## src/rtl/clk_en_pkg.sv

```systemverilog
// Shared types and helpers for the fractional clock-enable generator.
package clk_en_pkg;

  typedef enum logic [1:0] {
    HOLD = 2'd0,
    WAIT = 2'd1,
    RUN  = 2'd2
  } lock_state_e;

  // Rounded increment that gives f_out_hz enables from an f_sys_hz clock.
  function automatic longint unsigned inc_for(input longint unsigned f_sys_hz,
                                              input longint unsigned f_out_hz,
                                              input int unsigned     acc_w);
    return ((f_out_hz << acc_w) + (f_sys_hz >> 1)) / f_sys_hz;
  endfunction

endpackage

```

## src/rtl/nco_channel.sv

```systemverilog
// One phase-accumulator enable channel with a shadow increment that is
// committed only on a carry (or while idle) so the output period never glitches.
module nco_channel
  import clk_en_pkg::*;
#(
  parameter int               ACC_W    = 24,
  parameter logic [ACC_W-1:0] INIT_INC = ACC_W'(1) << (ACC_W - 2)
) (
  input  logic             sys_clk,
  input  logic             sys_rst_n,
  input  logic             run_en,
  input  logic             inc_wr,
  input  logic [ACC_W-1:0] inc_data,
  output logic             ce_out
);

  logic [ACC_W-1:0] acc_q, acc_d;
  logic [ACC_W-1:0] act_q, act_d;
  logic [ACC_W-1:0] shd_q, shd_d;
  logic             ce_q, ce_d;
  logic [ACC_W:0]   sum;
  logic             commit;

  // NOTE: every signal gets a default before any branch, so no path leaves it unassigned and no latch is inferred.
  always_comb begin
    sum    = {1'b0, acc_q} + {1'b0, act_q};
    acc_d  = '0;
    ce_d   = 1'b0;
    commit = 1'b1;
    if (run_en) begin
      acc_d  = sum[ACC_W-1:0];
      ce_d   = sum[ACC_W];
      commit = sum[ACC_W] || (act_q == '0);
    end
    // Taking shd_d rather than shd_q lets a write on the commit cycle bypass the shadow.
    shd_d = inc_wr ? inc_data : shd_q;
    act_d = commit ? shd_d : act_q;
  end

  // NOTE: non-blocking assignments so all flops update together from pre-edge values.
  always_ff @(posedge sys_clk or negedge sys_rst_n) begin
    if (!sys_rst_n) begin
      acc_q <= '0;
      act_q <= INIT_INC;
      shd_q <= INIT_INC;
      ce_q  <= 1'b0;
    end else begin
      acc_q <= acc_d;
      act_q <= act_d;
      shd_q <= shd_d;
      ce_q  <= ce_d;
    end
  end

  assign ce_out = ce_q;

endmodule

```

## src/rtl/clk_en_nco.sv

```systemverilog
// N-channel fractional clock-enable generator; enables and the downstream reset
// are released only after the PLL lock has been stable for LOCK_CYC cycles.
module clk_en_nco
  import clk_en_pkg::*;
#(
  parameter int               CHANNELS = 2,
  parameter int               ACC_W    = 24,
  parameter int               LOCK_CYC = 1024,
  parameter logic [ACC_W-1:0] INIT_INC = ACC_W'(1) << (ACC_W - 2)
) (
  input  logic                sys_clk,
  input  logic                sys_rst_n,
  input  logic                pll_lock,
  input  logic [CHANNELS-1:0] inc_wr,
  input  logic [ACC_W-1:0]    inc_data,
  output logic [CHANNELS-1:0] ce_out,
  output logic                run_rst_n,
  output logic                locked
);

  localparam int               CNT_W    = $clog2(LOCK_CYC);
  localparam logic [CNT_W-1:0] CNT_LAST = CNT_W'(LOCK_CYC - 1);

  logic             sync1_q, lock_s_q;
  lock_state_e      state_q, state_d;
  logic [CNT_W-1:0] cnt_q, cnt_d;
  logic             run_q, run_d;
  logic             run_en;

  always_comb begin
    state_d = state_q;
    cnt_d   = '0;
    unique case (state_q)
      HOLD: if (lock_s_q) state_d = WAIT;
      WAIT: begin
        if (!lock_s_q) begin
          state_d = HOLD;
        end else begin
          // The HOLD->WAIT cycle is the first of the LOCK_CYC stable cycles.
          cnt_d = cnt_q + 1'b1;
          if (cnt_d == CNT_LAST) state_d = RUN;
        end
      end
      RUN:     if (!lock_s_q) state_d = HOLD;
      default: state_d = HOLD;
    endcase
    run_d  = (state_d == RUN);
    // Accumulate only while staying in RUN, so enables drop on the HOLD cycle itself.
    run_en = (state_q == RUN) && run_d;
  end

  always_ff @(posedge sys_clk or negedge sys_rst_n) begin
    if (!sys_rst_n) begin
      sync1_q  <= 1'b0;
      lock_s_q <= 1'b0;
      state_q  <= HOLD;
      cnt_q    <= '0;
      run_q    <= 1'b0;
    end else begin
      sync1_q  <= pll_lock;
      lock_s_q <= sync1_q;
      state_q  <= state_d;
      cnt_q    <= cnt_d;
      run_q    <= run_d;
    end
  end

  assign run_rst_n = run_q;
  assign locked    = run_q;

  for (genvar i = 0; i < CHANNELS; i++) begin : g_ch
    nco_channel #(
      .ACC_W   (ACC_W),
      .INIT_INC(INIT_INC)
    ) u_ch (
      .sys_clk  (sys_clk),
      .sys_rst_n(sys_rst_n),
      .run_en   (run_en),
      .inc_wr   (inc_wr[i]),
      .inc_data (inc_data),
      .ce_out   (ce_out[i])
    );
  end

endmodule

```

## config.mk

```make
export PLATFORM = sky130hd
export DESIGN_NAME = clk_en_nco
export DESIGN_NICKNAME = d
export VERILOG_FILES = /design/src/rtl/clk_en_pkg.sv /design/src/rtl/nco_channel.sv /design/src/rtl/clk_en_nco.sv
export SDC_FILE = /design/constraint.sdc
export NUM_CORES = 1
export LEC_CHECK = 0
export ABC_CLOCK_PERIOD_IN_PS = 2650
export BUFFER_PORTS_ARGS = -buffer_cell sky130_fd_sc_hd__buf_4
export CORE_AREA = 3 3 128 130
export CTS_CLUSTER_DIAMETER = 60
export DETAILED_ROUTE_END_ITERATION = 10
export DIE_AREA = 0 0 131 133
export PLACE_DENSITY = 0.72
export SLEW_MARGIN = 40
export SYNTH_ARGS = -nofsm -noshare
export SYNTH_HDL_FRONTEND = slang
export SYNTH_SLANG_ARGS = --single-unit
```

## constraint.sdc

```tcl
create_clock -name sys_clk -period 2.65 [get_ports sys_clk]
set_input_delay 0.265 -clock sys_clk [delete_from_list [all_inputs] [get_ports sys_clk]]
set_output_delay 0.265 -clock sys_clk [all_outputs]
set_load 0.005 [all_outputs]
```

==> results.yml <==
run_status:
  status: "complete, but fails checks"
  violations: "negative setup slack"
global_route:
  grt_max_degree: 80
  grt_pass1_wl_mm: 31.5
  grt_pass1_vias: 6230
  grt_usage: 0.229
  grt-ovfl-total: 0
  antenna_found_initial: 0
logic_synthesis:
  ys.flop_type: "dfrtp_1"
  syn_area_per_cell_um2: 11.5
  ys_async_sr_fraction: 1.00
  netlist-cell-type-count: 64
  yosys_warnings: 0
  synth_edf_count: 0
  ys_ff_latch: 161
  ys_seq_area_frac: 0.472
  syn-num-nets: 825
  synth_cells: 744
  syn_area_um2: 8540
clock_network:
  cts_sinks: 161
  root_buffer: "clkbuf_16"
  path_clk_slew_ps: 60
  cts_tree: "done"
  clk_latency_ps: 430
  h-tree-depth: 4
  clk_path_buf_depth: 2
  numCtsBuffers: 17
floorplan:
  ioPinCount: 33
  die_w_um: 131
  core.rowCount: 45
  start_util: 0.560
  coreArea_um2: 15300
  floorplan.die_area_um2: 17400
  die_h_um: 133
setup_path:
  critPathTopFamily: "compound AO/OA/AOI/OAI gates"
  path_buf_inv: 2
  worstPathCellList: "ha_4, fa_2, a21o_1, a221o_1, o2111ai_4, a21oi_4, nor3_4, buf_6, clkbuf_16, mux2_4"
  slowest_delay_ps: 410
  crit_arrival_ps: 3050
  endpoint_kind: "register"
  crit_path_top_delay_cell: "dfrtp_1"
  setup.worst_path.start_class: "register"
  crit_fanout: 6
  path_class: "reg -> reg"
  required_ps: 2960
finish:
  antenna_cells: 0
  area_growth_pct: 17.9
  drive_gt1_frac: 0.281
  layout.nets: 902
timing:
  slew_violations: 0
  whs_ps: 112
  finalCriticalPeriod_ps: 2740
  rsz0062_at_grt: "true"
  maxSlewHeadroom: 0.560
  layout_setup_ws_ps: -91.2
  hold_viol: 0
  setup_viol: 48
  fmax_ghz: 0.365
  clock-skew-final_ps: 11.6
  worst_slew_pin_slew_ps: 660
  finalCritPeriodShare: 1.03
detailed_routing:
  wl_mm: 19.4
  route.vias.total: 6134
  drtAntennaViolNets: 0
  drt_drc_violations_left: 0
  drtIter0Drc: 355
  viasPerCell: 5.88
  drt_first_pass_iters: 5
  routedWlPerCell_um: 18.6
power:
  leakage_nw: 4.72
  power.density_nw_per_um2: 567
  finalPower_mw: 5.71
  ir_worst_vdd_uv: 581
worst_hold_path:
  hold_class: "in -> reg"
job:
  cap_violations: 0
placement:
  place_congestion: 0.903
  place_hpwl_mm: 13.4
  io_buffers: 32
## stage by stage
stage	setup WS, ps	TNS, ps	instance area, um^2	instances	util
after global routing	-162	-6680	10100	1044	0.660
after CTS	-59.6	-868	9930	1036	0.651
after global placement	14.7	0	9230	996	0.605
after floorplan	-39.9	-1490	8550	744	-
after detailed placement	-41.1	-650	9230	996	0.605
final	-91.2	-3110	10100	1044	0.660
## cells in the mapped netlist, drive strengths merged, types with 2 or more instances
master | instances | share of area
a2111oi | 2 | 0.0021
a211o | 3 | 0.0031
a211oi | 13 | 0.012
a21boi | 3 | 0.0026
a21o | 23 | 0.020
a21oi | 43 | 0.027
a221o | 2 | 0.0023
a31oi | 4 | 0.0029
a41oi | 2 | 0.0021
and2 | 10 | 0.0073
and3 | 7 | 0.0051
and3b | 2 | 0.0021
buf | 12 | 0.013
clkbuf | 17 | 0.0075
dfrtp | 157 | 0.46
dfstp | 4 | 0.012
fa | 2 | 0.0047
ha | 50 | 0.073
inv | 8 | 0.0035
mux2 | 96 | 0.14
mux2i | 3 | 0.0035
nand2 | 45 | 0.020
nand2b | 5 | 0.0037
nand3 | 15 | 0.0088
nand3b | 2 | 0.0018
nand4 | 13 | 0.0095
nor2 | 55 | 0.024
nor2b | 2 | 0.0015
nor3 | 26 | 0.017
nor3b | 4 | 0.0035
nor4 | 12 | 0.0088
o2111ai | 2 | 0.0041
o211ai | 7 | 0.0067
o21a | 12 | 0.011
o21ai | 26 | 0.015
o21bai | 2 | 0.0018
o31ai | 2 | 0.0023
or2 | 3 | 0.0022
or3 | 4 | 0.0029
xnor2 | 16 | 0.016
xor2 | 16 | 0.016
## state kept, by name (all words and copies together) (netlist names)
register	flops
g_ch.u_ch.acc_q	48
g_ch.u_ch.act_q	48
g_ch.u_ch.shd_q	48
cnt_q	10
g_ch.u_ch.ce_out	2
state_q	2
lock_s_q	1
locked	1
sync1_q	1
## layer usage
layer / vias up / GRT usage / share of wire / wire (um)
met4: 0 / 0.0600 / 0.013 / 255
met1: 3074 / 0.326 / 0.47 / 9020
met3: 28 / 0.0448 / 0.040 / 772
met5: - / 0 / 0 / 0
met2: 147 / 0.360 / 0.48 / 9340
li1: 2885 / - / - / -
## worst reg2reg max path, stage by stage (launching register included)
cell	delay (ps)
dfrtp_1	410
ha_4	180
fa_2	340
a21o_1	170
a221o_1	380
o2111ai_4	270
a21oi_4	100
nor3_4	170
buf_6	150
clkbuf_16	160
mux2_4	300
## power breakdown
group | switching [mW] | internal (mW)
sequential | 0.112 | 2.61
clock | 0.963 | 1.34
combinational | 0.338 | 0.341
total | 1.41 | 4.29
## layout make-up
type	count	area, um^2
clock buffer	23	468
clock inverter	8	81.3
fill	1174	5190
inverter	8	30.0
multi-input combinational	546	4390
sequential	161	4030
tap	211	264
timing repair buffer	87	802
## worst paths after layout
path	slack, ps	startpoint	cells after the start	end
max reg2reg	-90	g_ch[1].u_ch.act_q[0]	10	g_ch[1].u_ch.act_q[6]
max	-90	g_ch[1].u_ch.act_q[0]	10	g_ch[1].u_ch.act_q[6]
min	110	inc_data[2]	2	g_ch[0].u_ch.shd_q[2]
min reg2reg	350	sync1_q	0	lock_s_q
min in group asynchronous	450	sys_rst_n	2	g_ch[1].u_ch.acc_q[13]
max in group asynchronous	1410	sys_rst_n	3	g_ch[0].u_ch.acc_q[3]
## placed cells by master (no fill, tap or decap), types with 12 or more instances in the layout
cell type  Yosys  layout
dfrtp_1      157     157
buf_4          3      73
nor2_1        55      55
mux2_2        56      52
ha_1          50      48
nand2_1       45      45
mux2_4        40      44
a21oi_1       40      40
o21ai_0       26      26
nor3_1        25      25
a21o_1        23      23
clkbuf_16      0      19
xor2_1        16      16
xnor2_1       16      16
nand3_1       15      15
nand4_1       13      13
o21a_1        12      12
nor4_1        12      12
## kinds of logic (layout without fill, tap and decap cells)
kind of cell	count (synthesis)	in the layout	share of synthesized area
AND/OR/NAND/NOR	210	210	0.123
flip-flops	161	161	0.472
AO/OA/AOI/OAI	153	153	0.122
multiplexers	99	99	0.148
adder cells (fa/ha/maj)	52	52	0.0779
buffers and inverters	37	126	0.0243
XOR/XNOR	32	32	0.0328
## what timing repair did
| item | CTS | global route |
|---|---|---|
| hold endpoints to repair | 73 | 0 |
| hold buffers | 2 | 0 |
| endpoints found under the setup margin | 46 | 53 |
| gates resized for setup | 10 | 11 |
| gates cloned | 2 | 2 |
| pin swaps | 5 | 13 |
| buffers inserted | 5 | 7 |
Power figures use the tool's default switching activity.
